**src/rtl/ext_load_sequencer.sv**
```systemverilog
// Host-side sequencer for top_control_8's external port: streams IRAM and DRAM images in,
// runs the cores, then reads back the final-matrix DRAM window onto an output stream.
module ext_load_sequencer #(
    parameter int NUM_CORES  = 8,
    parameter int ADDR_W     = 9,
    parameter int WR_PULSE   = 4,
    parameter int READ_LAT   = 5,
    parameter int RUN_CYCLES = 120000
) (
    input  logic                 clock,
    input  logic                 reset_n,
    input  logic                 go,
    input  logic                 in_valid,
    output logic                 in_ready,
    input  logic [15:0]          in_data,
    input  logic                 run_done,
    input  logic [15:0]          dram_in,
    output logic                 out_valid,
    input  logic                 out_ready,
    output logic [15:0]          out_data,
    output logic                 start,
    output logic                 start_2,
    output logic                 start_3,
    output logic                 start_4,
    output logic [ADDR_W-1:0]    addr_ext,
    output logic [NUM_CORES-1:0] iram_write_ext,
    output logic                 dram_write_ext,
    output logic                 read_en_ext,
    output logic [15:0]          Data_in_ins,
    output logic [15:0]          Data_in_dram,
    output logic                 busy,
    output logic                 done,
    output logic                 err
);

    localparam int SEG_W   = $clog2(NUM_CORES + 1);
    localparam int CNT_MAX = (RUN_CYCLES > WR_PULSE)
                           ? ((RUN_CYCLES > READ_LAT) ? RUN_CYCLES : READ_LAT)
                           : ((WR_PULSE > READ_LAT) ? WR_PULSE : READ_LAT);
    localparam int CNT_W   = $clog2(CNT_MAX + 1);

    // Segment indices 0..NUM_CORES-1 are IRAMs; NUM_CORES is the DRAM segment.
    localparam logic [SEG_W-1:0] DRAM_SEG  = SEG_W'(NUM_CORES);
    localparam logic [SEG_W-1:0] LAST_CORE = SEG_W'(NUM_CORES - 1);

    typedef enum logic [3:0] {
        S_IDLE,
        S_LEN,
        S_WSETUP,
        S_WE,
        S_HOLD,
        S_GAP_LOAD,
        S_PARAM,
        S_GAP_PARAM,
        S_RUN,
        S_GAP_RUN,
        S_RSETUP,
        S_RWAIT,
        S_ROUT,
        S_DONE
    } state_t;

    state_t            state_q, state_d;
    logic [SEG_W-1:0]  seg_q, seg_d;
    logic [ADDR_W-1:0] len_q, len_d;
    logic [CNT_W-1:0]  cnt_q, cnt_d;
    logic [ADDR_W-1:0] addr_q, addr_d;
    logic [15:0]       ins_q, ins_d;
    logic [15:0]       dram_q, dram_d;
    logic [15:0]       out_data_q, out_data_d;
    logic [ADDR_W-1:0] fs_q, fs_d;
    logic [ADDR_W-1:0] fe_q, fe_d;
    logic              pidx_q, pidx_d;
    logic              err_q, err_d;

    logic              accept;
    logic              seg_end;
    logic              len_too_big;
    logic              is_iram;
    logic              load_phase;
    logic [ADDR_W-1:0] addr_inc;

    always_ff @(posedge clock or negedge reset_n) begin
        if (!reset_n) begin
            state_q    <= S_IDLE;
            seg_q      <= '0;
            len_q      <= '0;
            cnt_q      <= '0;
            addr_q     <= '0;
            ins_q      <= '0;
            dram_q     <= '0;
            out_data_q <= '0;
            fs_q       <= '0;
            fe_q       <= '0;
            pidx_q     <= 1'b0;
            err_q      <= 1'b0;
        end else begin
            state_q    <= state_d;
            seg_q      <= seg_d;
            len_q      <= len_d;
            cnt_q      <= cnt_d;
            addr_q     <= addr_d;
            ins_q      <= ins_d;
            dram_q     <= dram_d;
            out_data_q <= out_data_d;
            fs_q       <= fs_d;
            fe_q       <= fe_d;
            pidx_q     <= pidx_d;
            err_q      <= err_d;
        end
    end

    always_comb begin
        state_d     = state_q;
        seg_d       = seg_q;
        len_d       = len_q;
        cnt_d       = cnt_q;
        addr_d      = addr_q;
        ins_d       = ins_q;
        dram_d      = dram_q;
        out_data_d  = out_data_q;
        fs_d        = fs_q;
        fe_d        = fe_q;
        pidx_d      = pidx_q;
        err_d       = err_q;
        seg_end     = 1'b0;

        is_iram     = (seg_q != DRAM_SEG);
        load_phase  = (state_q == S_LEN) || (state_q == S_WSETUP) ||
                      (state_q == S_WE)  || (state_q == S_HOLD);
        in_ready    = (state_q == S_LEN) || (state_q == S_WSETUP) || (state_q == S_PARAM);
        accept      = in_valid && in_ready;
        len_too_big = |in_data[15:ADDR_W];
        addr_inc    = addr_q + ADDR_W'(1);

        start          = (state_q == S_RUN);
        start_2        = load_phase && is_iram;
        start_3        = load_phase && !is_iram;
        start_4        = (state_q == S_RSETUP) || (state_q == S_RWAIT) || (state_q == S_ROUT);
        iram_write_ext = (state_q == S_WE && is_iram) ? (NUM_CORES'(1) << seg_q) : '0;
        dram_write_ext = (state_q == S_WE) && !is_iram;
        read_en_ext    = (state_q == S_RWAIT);
        out_valid      = (state_q == S_ROUT);
        busy           = (state_q != S_IDLE) && (state_q != S_DONE);
        done           = (state_q == S_DONE);
        addr_ext       = addr_q;
        Data_in_ins    = ins_q;
        Data_in_dram   = dram_q;
        out_data       = out_data_q;
        err            = err_q;

        case (state_q)
            S_IDLE: begin
                if (go) begin
                    state_d = S_LEN;
                    seg_d   = '0;
                    addr_d  = ADDR_W'(1);
                    err_d   = 1'b0;
                end
            end
            S_LEN: begin
                if (accept) begin
                    if (len_too_big) begin
                        err_d   = 1'b1;
                        state_d = S_DONE;
                    end else if (in_data == 16'd0) begin
                        seg_end = 1'b1;
                    end else begin
                        len_d   = in_data[ADDR_W-1:0];
                        state_d = S_WSETUP;
                    end
                end
            end
            S_WSETUP: begin
                if (accept) begin
                    if (is_iram) ins_d = in_data;
                    else         dram_d = in_data;
                    cnt_d   = '0;
                    state_d = S_WE;
                end
            end
            S_WE: begin
                if (cnt_q == CNT_W'(WR_PULSE - 1)) state_d = S_HOLD;
                else                                cnt_d   = cnt_q + CNT_W'(1);
            end
            S_HOLD: begin
                addr_d = addr_inc;
                len_d  = len_q - ADDR_W'(1);
                if (len_q == ADDR_W'(1)) seg_end = 1'b1;
                else                     state_d = S_WSETUP;
            end
            S_GAP_LOAD: begin
                addr_d  = ADDR_W'(1);
                state_d = S_LEN;
            end
            S_PARAM: begin
                if (accept) begin
                    if (!pidx_q) begin
                        fs_d   = in_data[ADDR_W-1:0];
                        pidx_d = 1'b1;
                    end else begin
                        fe_d    = in_data[ADDR_W-1:0];
                        state_d = S_GAP_PARAM;
                    end
                end
            end
            S_GAP_PARAM: begin
                cnt_d   = '0;
                state_d = S_RUN;
            end
            S_RUN: begin
                if (run_done || cnt_q == CNT_W'(RUN_CYCLES - 1)) state_d = S_GAP_RUN;
                else                                              cnt_d   = cnt_q + CNT_W'(1);
            end
            S_GAP_RUN: begin
                addr_d  = fs_q;
                state_d = (fs_q < fe_q) ? S_RSETUP : S_DONE;
            end
            S_RSETUP: begin
                cnt_d   = '0;
                state_d = S_RWAIT;
            end
            S_RWAIT: begin
                if (cnt_q == CNT_W'(READ_LAT - 1)) begin
                    out_data_d = dram_in;
                    state_d    = S_ROUT;
                end else begin
                    cnt_d = cnt_q + CNT_W'(1);
                end
            end
            S_ROUT: begin
                if (out_ready) begin
                    addr_d  = addr_inc;
                    state_d = (addr_inc < fe_q) ? S_RSETUP : S_DONE;
                end
            end
            S_DONE: begin
                state_d = S_IDLE;
            end
            default: begin
                state_d = S_IDLE;
            end
        endcase

        // A finished segment advances to the next core, the gap before DRAM, or the parameters.
        if (seg_end) begin
            if (seg_q == DRAM_SEG) begin
                pidx_d  = 1'b0;
                state_d = S_PARAM;
            end else if (seg_q == LAST_CORE) begin
                seg_d   = seg_q + SEG_W'(1);
                state_d = S_GAP_LOAD;
            end else begin
                seg_d   = seg_q + SEG_W'(1);
                addr_d  = ADDR_W'(1);
                state_d = S_LEN;
            end
        end

        // Every data-path register is already back at zero while done is high.
        if (state_d == S_DONE) begin
            seg_d      = '0;
            len_d      = '0;
            cnt_d      = '0;
            addr_d     = '0;
            ins_d      = '0;
            dram_d     = '0;
            out_data_d = '0;
            fs_d       = '0;
            fe_d       = '0;
            pidx_d     = 1'b0;
        end
    end

endmodule

```
**config.mk**
```make
export PLATFORM = sky130hd
export DESIGN_NAME = ext_load_sequencer
export DESIGN_NICKNAME = d
export VERILOG_FILES = /design/src/rtl/ext_load_sequencer.sv
export SDC_FILE = /design/constraint.sdc
export NUM_CORES = 1
export LEC_CHECK = 0
export BUFFER_PORTS_ARGS = -buffer_cell sky130_fd_sc_hd__clkbuf_2
export CAP_MARGIN = 20
export CORE_MARGIN = 1
export CORE_UTILIZATION = 45
export CTS_CLUSTER_DIAMETER = 40
export DETAILED_ROUTE_END_ITERATION = 16
export GPL_TIMING_DRIVEN = 1
export PLACE_DENSITY = 0.69
export SYNTH_ARGS = -nofsm -noshare
export SYNTH_HDL_FRONTEND = slang
export SYNTH_SLANG_ARGS = --single-unit
```
**constraint.sdc**
```tcl
create_clock -name clock -period 2.8 [get_ports clock]
set_input_delay 0.28 -clock clock [delete_from_list [all_inputs] [get_ports clock]]
set_output_delay 0.28 -clock clock [all_outputs]
set_load 0.05 [all_outputs]
```
==> key figures <==
Outcome
  – Outcome: complete, but fails checks
  – Failing checks: setup timing

Worst setup path
  – Crit Reg-Reg Startpoint: addr_ext[4]
  – Worst EP arrival: 3430 ps
  – Crit path max-delay cell type: nor4b_4
  – CP Data Required Time: 3040 ps
  – CP Launch Point: addr_ext[4]
  – Worst-path maximum fanout: 8
  – Critical Path Sink: fe_q[3]
  – Crit path largest cell delay: 400 ps
  – Worst r2r path cells: 15
  – R2R Path End: fe_q[3]
  – Critical Path End Type: flop
  – Critical path type: reg -> reg
  – Setup crit start kind: flop
  – CP Cell Sequence: and3_4 -> and3_4 -> nand3_4 -> xnor2_2 -> ha_1 -> nand4_1 -> nor2_2 -> a211oi_2 -> buf_4 -> o2111ai_4 -> o22ai_4 -> nor4b_4 -> buf_6 -> clkbuf_16 -> nor2_2
  – R2R Setup Slk: -390 ps

Global routing
  – Initial antenna violation count: 0
  – Global Route Usage Sum: 26.6%
  – First-pass GRT wire length: 30300 um
  – Largest net degree at the start of global routing: 61
  – Gr ovfl total: 0
  – Vias in the first global route: 6110

Timing
  – Min cycle time layout: 3190 ps
  – Clock skew after layout: 8.09 ps
  – Worst-Margin Slew: 783 ps
  – RSZ-0062 raised after global routing: yes
  – WHS: 120 ps
  – Max Fclk: 313 MHz
  – Final period utilization: 114%
  – Worst Setup Slack, final: -390 ps
  – Final setup vio count: 106
  – Slew HR: 47.8%
  – Slew Limit Fails: 0
  – Setup TNS Final: -36000 ps
  – Endpoints failing hold: 0

Yosys
  – Leading area contributor after synthesis: dfrtp_1
  – Sequential area share after synthesis: 44.2%
  – Mean Syn Cell Area: 8.59 um2
  – Mapped Area: 6290 um2
  – Mapped Nets: 797
  – Post-synth EDFFs: 0
  – Main synth FF type: dfrtp_1
  – #FFs+latches synth: 111
  – Top cells by area, synth: dfrtp_1 44%, nand2_1 7.6%, ha_1 5.4%
  – Synth async-reset ratio: 100%
  – Synth Instances: 732
  – Yosys cell types: 56
  – Post-synth top area share: 44.2%
  – Synthesis Warnings: 0

Power and ir drop
  – Worst IR Drop VDD: 0.317 mV
  – Pwr Total: 3380 uW
  – Power Density: 408 nW/um2
  – Pleak: 0.00391 uW

Layout
  – Footprint of the multi-input gates: 3600 um2
  – Fillers: 1171
  – FF/Latch Area: 2780 um2
  – Area delta synth->final: 31.6%
  – Nets: 954
  – Layout cells sized above 1: 31.2%
  – Final core utilization: 61.5%
  – Antenna diodes: 0

Placed design
  – Routability cong.: 0.926
  – Port Buffers: 113
  – Final HPWL DP: 13100 um

Die
  – Core area: 13500 um2
  – Die X: 120 um
  – Die Ht: 120 um
  – Die area: 14500 um2
  – I/O pins: 114
  – Starting Density: 46.8%
  – Row cnt: 42

Clock tree
  – Clk_lat worst skew: 360 ps
  – H-Tree Depth: 3
  – Clock buffer count from CTS: 9
  – CTS Root Cell: clkbuf_16
  – CTS max path bufs: 2
  – CTS tree: yes
  – # clock sinks: 111
  – Worst-path clk slew: 80 ps

Job
  – Max Cap Violations: 0

Detailed routing
  – Drt initial violations: 520
  – Final ANT Viol Nets: 0
  – Vias post-DR: 6112
  – Pre-antenna DRT Iters: 5
  – Via/cell ratio: 5.71
  – WL/cell: 17.5 um
  – Final WL: 18800 um
  – DRC Markers: 0

Worst hold path
  – Hold Crit Class: in -> reg
==> kinds of logic (layout without fill, tap and decap cells) <==
logic type / count (synthesis) / in the layout / synth area share (%)
AND/OR/NAND/NOR: 334 / 334 / 25.5
AO/OA/AOI/OAI: 152 / 152 / 14.6
flip-flops: 111 / 111 / 44.2
buffers and inverters: 69 / 231 / 4.59
adder cells (fa/ha/maj): 27 / 27 / 5.37
XOR/XNOR: 21 / 21 / 2.92
multiplexers: 18 / 18 / 2.86
==> stage by stage <==
step                      worst slack (ps)  instances  area [um2]
after CTS                             -289       1066        8000
final                                 -390       1070        8280
after global placement                -369       1042        7470
after global routing                  -497       1070        8280
after detailed placement              -395       1042        7470
after floorplan                       -282        732        6370
==> final cells by class <==
cell class / count / share of cell area [%]
clock buffers: 10 / 2.89
clock inverters: 6 / 0.514
inverters: 31 / 1.41
multi-input cells: 552 / 43.5
flip-flops and latches: 111 / 33.6
well taps: 176 / 2.66
repair buffers: 184 / 15.4
==> worst min-delay path by stage <==
stage	start	end	slack [ps]	cells after the start
5_1_grt	dram_in[6]	out_data[6]	130	3
2_1_floorplan	reset_n	Data_in_dram[0]	-20	0
3_3_place_gp	reset_n	addr_ext[1]	370	1
4_1_cts	dram_in[4]	out_data[4]	110	3
3_5_place_dp	reset_n	addr_ext[1]	390	1
6_report	dram_in[5]	out_data[5]	120	3
==> cell usage after synthesis (7+ instances only) <==
| cell type | instances |
|---|---|
| dfrtp_1 | 111 |
| ha_1 | 27 |
| clkbuf_1 | 24 |
| o21ai_0 | 36 |
| nor4_1 | 11 |
| nand2_1 | 128 |
| and3_1 | 17 |
| nand3_1 | 22 |
| xnor2_1 | 19 |
| nand2b_1 | 7 |
| nor2_1 | 62 |
| inv_1 | 31 |
| a211oi_1 | 12 |
| mux2i_1 | 18 |
| nor3_1 | 44 |
| nor2b_1 | 13 |
| a21oi_1 | 61 |
==> registers in the layout, indices dropped and copies added, names as in the netlist <==
register / count
out_data: 16
seg_q: 4
Data_in_dram: 16
state_q: 4
fe_q: 9
len_q: 9
Data_in_ins: 16
err: 1
fs_q: 9
cnt_q: 17
pidx_q: 1
addr_ext: 9
==> power by group <==
part	total, uW	internal (uW)	switching [uW]	leakage, uW
Sequential	1740	1660	80.3	0.00141
Combinational	405	180	225	0.00236
Clock	1240	632	605	0.000135
==> metal layers <==
| layer | track usage [%] | wire length, um | up-vias |
|---|---|---|---|
| li1 | - | - | 2868 |
| met1 | 34.0 | 7780 | 3016 |
| met2 | 44.6 | 9630 | 192 |
| met3 | 4.72 | 907 | 36 |
| met4 | 10.4 | 433 | 0 |
| met5 | 0 | 0 | - |
==> critical path, delay by kind of cell (launching register included) <==
family	cells	cell delay, ps
buffers and inverters	3	590
AOI/OAI and AO/OA	3	390
and+or+nand+nor	7	1250
adders and majority gates	1	300
DFF	1	370
xor gates and xnor gates	1	170
==> cells in the final DEF (no fill, tap or decap), drive strengths merged, types with 6 or more instances in the layout <==
cell type / count
xnor2: 19
nor2: 62
clkbuf: 126
a21oi: 61
nand2: 128
nand2b: 7
o21ai: 36
inv: 33
buf: 67
nor3: 44
a211oi: 12
nand3: 22
nor2b: 13
and3: 17
nor4: 11
dfrtp: 111
mux2i: 18
nand4: 6
ha: 27
and2: 6
==> what timing repair did <==
item,4_1_cts,5_1_grt
cloned,2,5
pin swaps,16,27
gates resized for setup,41,54
hold endpoints to repair,9,0
hold buffers,1,0
setup buffers,6,0
setup endpoints to repair,106,106
Note: power is estimated with default switching activity, not from simulation.
